`src/rtl/id_ex_operand_stage.sv`:
```
// ID/EX pipeline register with load-use bubble insertion and EX/MEM, MEM/WB operand forwarding.
// Optional load-use bubble counter enabled by defining ID_EX_PERF_CNT_EN.
module id_ex_operand_stage #(
  parameter int unsigned XLEN   = 32,
  parameter int unsigned REG_AW = 5
) (
  input  logic              clk,
  input  logic              rst_n,
  input  logic              id_valid,
  output logic              id_ready,
  input  logic [XLEN-1:0]   id_pc,
  input  logic [XLEN-1:0]   id_rs1_data,
  input  logic [XLEN-1:0]   id_rs2_data,
  input  logic [XLEN-1:0]   id_imm,
  input  logic [REG_AW-1:0] id_rs1,
  input  logic [REG_AW-1:0] id_rs2,
  input  logic [REG_AW-1:0] id_rd,
  input  logic [3:0]        id_alu_op,
  input  logic              id_src1_pc,
  input  logic              id_src2_imm,
  input  logic              id_reg_write,
  input  logic              id_mem_read,
  input  logic              id_mem_write,
  input  logic              flush,
  input  logic              ex_ready,
  input  logic [REG_AW-1:0] exm_rd,
  input  logic              exm_reg_write,
  input  logic [XLEN-1:0]   exm_result,
  input  logic [REG_AW-1:0] mwb_rd,
  input  logic              mwb_reg_write,
  input  logic [XLEN-1:0]   mwb_result,
  output logic              ex_valid,
  output logic [XLEN-1:0]   ex_in1,
  output logic [XLEN-1:0]   ex_in2,
  output logic [3:0]        ex_alu_op,
  output logic [XLEN-1:0]   ex_rs2_fwd,
  output logic [XLEN-1:0]   ex_pc,
  output logic [REG_AW-1:0] ex_rd,
  output logic              ex_reg_write,
  output logic              ex_mem_read,
  output logic              ex_mem_write,
  output logic [31:0]       stall_count
);

  logic [XLEN-1:0]   rs1_data_q;
  logic [XLEN-1:0]   rs2_data_q;
  logic [XLEN-1:0]   imm_q;
  logic [REG_AW-1:0] rs1_q;
  logic [REG_AW-1:0] rs2_q;
  logic              src1_pc_q;
  logic              src2_imm_q;
  logic              hz;
  logic [XLEN-1:0]   fwd_rs1;
  logic [XLEN-1:0]   fwd_rs2;

  // Load in EX whose rd feeds an operand actually read by the incoming instruction
  always_comb begin
    hz = ex_valid && ex_mem_read && (ex_rd != '0) &&
         (((ex_rd == id_rs1) && !id_src1_pc) ||
          ((ex_rd == id_rs2) && (!id_src2_imm || id_mem_write)));
    id_ready = ex_ready && !hz;
  end

  always_ff @(posedge clk or negedge rst_n) begin
    if (!rst_n) begin
      ex_valid     <= 1'b0;
      ex_pc        <= '0;
      rs1_data_q   <= '0;
      rs2_data_q   <= '0;
      imm_q        <= '0;
      rs1_q        <= '0;
      rs2_q        <= '0;
      ex_rd        <= '0;
      ex_alu_op    <= '0;
      src1_pc_q    <= 1'b0;
      src2_imm_q   <= 1'b0;
      ex_reg_write <= 1'b0;
      ex_mem_read  <= 1'b0;
      ex_mem_write <= 1'b0;
    end else if (flush) begin
      ex_valid <= 1'b0;
    end else if (ex_ready) begin
      if (hz) begin
        ex_valid     <= 1'b0;
        ex_reg_write <= 1'b0;
        ex_mem_read  <= 1'b0;
        ex_mem_write <= 1'b0;
      end else begin
        ex_valid     <= id_valid;
        ex_pc        <= id_pc;
        rs1_data_q   <= id_rs1_data;
        rs2_data_q   <= id_rs2_data;
        imm_q        <= id_imm;
        rs1_q        <= id_rs1;
        rs2_q        <= id_rs2;
        ex_rd        <= id_rd;
        ex_alu_op    <= id_alu_op;
        src1_pc_q    <= id_src1_pc;
        src2_imm_q   <= id_src2_imm;
        ex_reg_write <= id_reg_write && id_valid;
        ex_mem_read  <= id_mem_read && id_valid;
        ex_mem_write <= id_mem_write && id_valid;
      end
    end
  end

  // Forwarding is evaluated every cycle on held state so stalled operands stay current
  always_comb begin
    if (exm_reg_write && (exm_rd != '0) && (exm_rd == rs1_q))
      fwd_rs1 = exm_result;
    else if (mwb_reg_write && (mwb_rd != '0) && (mwb_rd == rs1_q))
      fwd_rs1 = mwb_result;
    else
      fwd_rs1 = rs1_data_q;

    if (exm_reg_write && (exm_rd != '0) && (exm_rd == rs2_q))
      fwd_rs2 = exm_result;
    else if (mwb_reg_write && (mwb_rd != '0) && (mwb_rd == rs2_q))
      fwd_rs2 = mwb_result;
    else
      fwd_rs2 = rs2_data_q;

    ex_in1     = src1_pc_q  ? ex_pc : fwd_rs1;
    ex_in2     = src2_imm_q ? imm_q : fwd_rs2;
    ex_rs2_fwd = fwd_rs2;
  end

`ifdef ID_EX_PERF_CNT_EN
  logic [31:0] stall_cnt_q;

  always_ff @(posedge clk or negedge rst_n) begin
    if (!rst_n)
      stall_cnt_q <= '0;
    else if (!flush && ex_ready && hz)
      stall_cnt_q <= stall_cnt_q + 32'd1;
  end

  assign stall_count = stall_cnt_q;
`else
  assign stall_count = 32'd0;
`endif

endmodule

```
`config.mk`:
```
export PLATFORM = sky130hd
export DESIGN_NAME = id_ex_operand_stage
export DESIGN_NICKNAME = d
export VERILOG_FILES = /design/src/rtl/id_ex_operand_stage.sv
export SDC_FILE = /design/constraint.sdc
export NUM_CORES = 1
export LEC_CHECK = 0
export ABC_CLOCK_PERIOD_IN_PS = 3400
export BUFFER_PORTS_ARGS = -buffer_cell sky130_fd_sc_hd__buf_2
export CAP_MARGIN = 20
export CORE_MARGIN = 2
export CORE_UTILIZATION = 40
export DETAILED_ROUTE_END_ITERATION = 12
export PLACE_DENSITY = 0.69
export SYNTH_ARGS = -nofsm -noshare
export SYNTH_HDL_FRONTEND = slang
export SYNTH_SLANG_ARGS = --single-unit
export TNS_END_PERCENT = 20
```
`constraint.sdc`:
```
create_clock -name clk -period 3.4 [get_ports clk]
set_input_delay 0.34 -clock clk [delete_from_list [all_inputs] [get_ports clk]]
set_output_delay 0.34 -clock clk [all_outputs]
set_load 0.02 [all_outputs]
```
======== Word-level counts from Yosys, hierarchy flattened ========
Cells that the tools add are included.
word-level totals
  output and inout bits ................... 174
  ROM bits ................................ 0
  memories kept ........................... 0
  logic and storage cells ................. 60
  input port bits ......................... 233
  register bits ........................... 153
  latch bits .............................. 0
  bits in writable memories ............... 0
operators by class
  reductions and logical operators ........ 26
  divide/modulo/power cells ............... 0
  add/sub/neg operators ................... 0
  equality and inequality tests ........... 6
  multiplexer cells ....................... 12
  $mul .................................... 0
  $lt $le $gt $ge ......................... 0
  shifts and indexed selects .............. 0
  bitwise operators ....................... 2
operator list
  cell                 number
  32-bit two-way mux   6
  5-bit equality test  6
  1-bit logical AND    15
  5-bit nonzero test   3
  1-bit two-way mux    6
  1-bit zero test      3
  3-bit AND reduction  1
  1-bit logical OR     2
  1-bit inverter       2
  2-bit AND reduction  1
  2-bit nonzero test   1

======== Longest topological paths before layout ========
  depth after elaboration ................. 8
  mapped depth ............................ 8
  mapped depth without buffers ............ 5

======== Worst setup path after synthesis ========
OpenSTA, ideal clock, no wires.
  kind .................................... reg2out
  start point ............................. register rs2_q[3]
  end point ............................... output ex_in2[10]
  data required time ...................... 3.060 ns
  slack ................................... 1.006 ns
  buffers on the path ..................... 1
  cell stages (with the launch flop) ...... 7
  data arrival time ....................... 2.054 ns
  path through ............................ dfrtp_1 -> xnor2_1 -> nand4_1 -> nor3_1 -> clkbuf_1 -> a221oi_1 -> o31ai_1
between the ends
  cells in the longest elaborated chain, start to end .. 5
  elaborated cells between the ends (all ways) .. 7
  classes of those cells .................. eq/ne: 2; mux: 3; reduce/logical: 2
RTL lines
  what                      RTL line  text
  start: declaration        49        logic [REG_AW-1:0] rs2_q;
  start signal: assignment  95        rs2_q <= id_rs2;
  5-bit equality test       118       else if (mwb_reg_write && (mwb_rd != '0) && (mwb_rd == rs2_q))
  1-bit logical AND         118
  32-bit two-way mux        118
  32-bit two-way mux *      116       if (exm_reg_write && (exm_rd != '0) && (exm_rd == rs2_q))
  32-bit two-way mux *      124       ex_in2 = src2_imm_q ? imm_q : fwd_rs2;
  end: declaration          34        output logic [XLEN-1:0] ex_in2,
Mark *: on every way between the ends. The rest lies on a longest branch, timed or not.

======== Worst setup path after layout ========
  start point ............................. register rs1_q[2]
  end point ............................... output ex_in1[29]
between the ends
  cells in the longest elaborated chain, start to end .. 5
  elaborated cells between the ends (all ways) .. 7
  classes of those cells .................. eq/ne: 2; mux: 3; reduce/logical: 2
RTL lines
  what                      RTL line  text
  start: declaration        48        logic [REG_AW-1:0] rs1_q;
  start signal: assignment  94        rs1_q <= id_rs1;
  5-bit equality test       111       else if (mwb_reg_write && (mwb_rd != '0) && (mwb_rd == rs1_q))
  1-bit logical AND         111
  32-bit two-way mux        111
  32-bit two-way mux *      109       if (exm_reg_write && (exm_rd != '0) && (exm_rd == rs1_q))
  32-bit two-way mux *      123       ex_in1 = src1_pc_q ? ex_pc : fwd_rs1;
  end: declaration          33        output logic [XLEN-1:0] ex_in1,
Marks and branches as above.

==> results.md <==
* Outcome: completed
* Flop pwr share at 0.363
* MaxCap Viol Count at 0
* HP Start: flush
* FF+latch area at 3830 µm²
* Main combinational cell family by area after synthesis: multiplexers
* Initial DRC count at between 500 and 600
* Critical path class: flip-flop to output pin
* Comb power frac at 0.346
* Leak at 6.01 nW
* Height of the die at 158 µm
* Cell internal pwr at 0.00410 W
* Vias in the first global route at 8,185
* Clock root buffer master: clkbuf_16
* Initial antenna violation count at 2
* Adder-Cell Fraction of Synth Area at 0
* First-pass detailed-route iteration total at 5
* Ys flop type: dfrtp_1
* CP max stage delay at 0.43 ns
* EDFF count, synth at 0
* Synth Area in XOR/XNOR at 0.0241
* Flops & latches, synth at 153
* Post-DRT Antenna Nets at 0
* Critical Path Sink Type: output pin
* Starting density of the core at 0.405
* Worst path depth at 7
* RSZ-0062 raised after global routing: false
* Rows at 56
* Wire per inst at 20.1 µm
* Clk slew on worst S/H paths at about 0.070 ns
* Nets at about 1,500
* Synth Cell Area at 9450 µm²
* Clock share of power at 0.291
* FF-to-FF Start: ex_rd[1]
* Vias per cell at roughly 5.4
* Port Buffer Count at 374
* Hold crit path type: primary input to flip-flop
* Synth Area in Simple Gates at 0.137
* CTS tree: done
* Clock buffer depth at 2
* Max-slew violation count at 0
* Synth warn at 0
* CP bufs+invs at 2
* Vias at 8,344
* Share of synthesized registers carrying an async set or reset at 1.00
* Critical Path Slowest Stage Cell: nand3_2
* Pwr Total at between 0.006 and 0.007 W
* Tot GR Track Use at 0.241
* # fillers at ~2,200
* CP startpoint kind: flip-flop
* Layout cells sized above 1 at 0.500
* Pin count of the biggest net entering global routing at 69
* Max FO, Critical Path at 17
* Worst r2r dst: ex_pc[16]
* F_max at 0.329 GHz
* Tcrit/Tclk final at 0.895
* Die area at roughly 25,000 µm²
* Reg2Reg Setup Slack at slightly above 1 ns
* Post-route DRC violation count at 0
* NetSw at 0.00234 W
* Compound-cell area share of the yosys netlist at 0.129
* Synth-to-Final Area Change at 27.9%
* Seq/Total Area, Yosys at 0.405
* Global-route wire length before repair at 45,800 µm
* Htree depth at 4
* Placer Congestion at 0.810
* Post-synth cell types at 39
* Arrival @ worst endpoint at 2.70 ns
* CTS Buf Count at 17
* Clock Sinks at approximately 150
* Slew HR at 0.491
* CORE AREA at 23,300 µm²
* Minimum clock period at 3.04 ns
* Actual slew at the worst max-slew pin at 0.764 ns
* # setup viols final at 0
* Hold Crit Depth at 2
* Clock skew at 0.0208 ns
* Worst skew pair latency at 0.43 ns
* Switching fraction of total power at 0.363
* Detail Placement HPWL at 22,900 µm
* Worst Hold Path EP: ex_valid
* DRT Wirelength at 31,300 µm
* Depth of the worst register-to-register path at 5
* Critical path's top delay family: simple AND/OR/NAND/NOR gates
* IO Pins at ~410
* Final Hold Fails at 0
* Post-Syn Instances at 873
* CP startpoint: rs1_q[2]
* Gr ovfl total at 0
* Req. time, crit path at 3.06 ns
* Worst-path cell chain: xor2_1, nor3_2, nand3_2, buf_12, a221oi_1, o31ai_1, buf_2
* Die Wd at 158 µm
* Mean area per synthesized cell at 10.8 µm²
* Max VDD drop at 259 µV
* Mux share of post-synthesis cell area at 0.221
* Area of the multi-input gates at 5030 µm²
* Cell Pwr Density at 533 nW/µm²
* Setup_tns at 0 ns
cells in the mapped netlist, types with 2 or more instances:
master,count,area share
a221oi_1,49,0.045
nor4_1,3,0.0020
buf_4,36,0.029
buf_6,4,0.0048
or3_1,2,0.0013
nor3_1,3,0.0016
a221oi_2,15,0.024
nor2_1,133,0.053
nand2b_1,4,0.0026
and3_1,32,0.021
inv_1,4,0.0016
mux2_4,110,0.17
mux2_2,39,0.046
or4_1,2,0.0016
buf_12,11,0.023
o21ai_0,3,0.0016
xnor2_1,11,0.010
clkbuf_1,43,0.017
nand4_1,2,0.0013
nand2_1,70,0.028
nand3_1,36,0.019
nor2b_1,5,0.0033
dfrtp_1,153,0.41
buf_2,11,0.0058
o31ai_1,64,0.051
xor2_1,15,0.014
metrics by stage:
| step | instance area [µm²] | utilization | setup slack [ns] | hold slack (ns) | std cells |
|---|---|---|---|---|---|
| floorplan | 9560 | - | 1.01 | 0.0444 | 904 |
| global placement | 11400 | 0.490 | 0.332 | 0.393 | 1518 |
| detailed placement | 11400 | 0.490 | 0.246 | 0.398 | 1518 |
| CTS | 12000 | 0.515 | 0.167 | 0.0943 | 1551 |
| global route | 12100 | 0.518 | 0.218 | 0.0987 | 1557 |
| finish | 12100 | 0.518 | 0.356 | 0.117 | 1557 |
routing by layer:
layer	vias to the layer above	global-route usage	share of wire
li1	3818	-	-
met3	45	0.0547	0.074
met5	-	0	0.00042
met1	4094	0.303	0.42
met4	2	0.0719	0.019
met2	385	0.412	0.49
cell usage in the layout, fill, tap and decap left out, types with 3 or more instances in the layout:
cell	synthesis	final
buf_2	11	373
mux2_4	110	110
a221oi_1	49	49
o21ai_0	3	3
clkbuf_16	0	17
dfrtp_1	153	151
buf_4	36	26
inv_6	0	7
nand2_1	70	70
a221oi_2	15	15
nor2b_1	5	5
nor4_1	3	3
buf_12	11	6
nand3_1	36	35
xor2_1	15	15
nor2_1	133	131
nand2b_1	4	4
mux2_2	39	39
inv_1	4	4
conb_1	1	32
and3_1	32	32
xnor2_1	11	10
o31ai_1	64	64
worst register-to-register path, delay by kind of cell (launching register included):
kind / cells / cell delay (ns)
AO/OA/AOI/OAI: 2 / 0.38
buffers and inverters: 1 / 0.37
flip-flops: 1 / 0.44
multiplexers: 1 / 0.53
AND/OR/NAND/NOR: 1 / 0.56
cells by family (layout without fill, tap and decap cells):
| kind of cell | after synthesis | count (layout) |
|---|---|---|
| AO/OA/AOI/OAI | 139 | 139 |
| flip-flops | 153 | 153 |
| AND/OR/NAND/NOR | 294 | 294 |
| XOR/XNOR | 26 | 26 |
| buffers and inverters | 111 | 444 |
| multiplexers | 149 | 149 |
| other | 1 | 33 |
sequential cells by signal (all words and copies together), names as in the netlist, 4 cells and up:
name and flops:
rs2_q 5, rs1_q 5, ex_rd 5, rs2_data_q 32, imm_q 32, rs1_data_q 32, ex_pc 32, ex_alu_op 4
worst max path at each step:
stage                  to
6_report       ex_in1[29]
5_1_grt        ex_in1[22]
4_1_cts        ex_in1[17]
3_5_place_dp   ex_in1[17]
3_3_place_gp   ex_in1[17]
2_1_floorplan  ex_in2[10]
what timing repair did:
action	4_1_cts	5_1_grt
gates resized for setup	1	0
endpoints found under the hold margin	65	0
setup endpoints to repair	16	1
pin swaps	0	1
hold buffers	1	0
buffers inserted	0	4
layout make-up:
type / instances / share of cell area
Antenna cell: 1 / 0.000207
Clock buffer: 18 / 0.0355
Sequential cell: 153 / 0.317
Tap cell: 319 / 0.0330
Clock inverter: 14 / 0.0113
Inverter: 4 / 0.00124
Multi-Input combinational cell: 640 / 0.417
Timing Repair Buffer: 408 / 0.185
power by group through the flow:
stage               registers, W  clock network [W]  logic (W)
floorplan                0.00236                  0    0.00144
global placement         0.00237                  0    0.00217
detailed placement       0.00238                  0    0.00219
CTS                      0.00235            0.00192    0.00220
global route             0.00237            0.00200    0.00238
finish                   0.00234            0.00187    0.00223
Power figures use the tool's default switching activity.
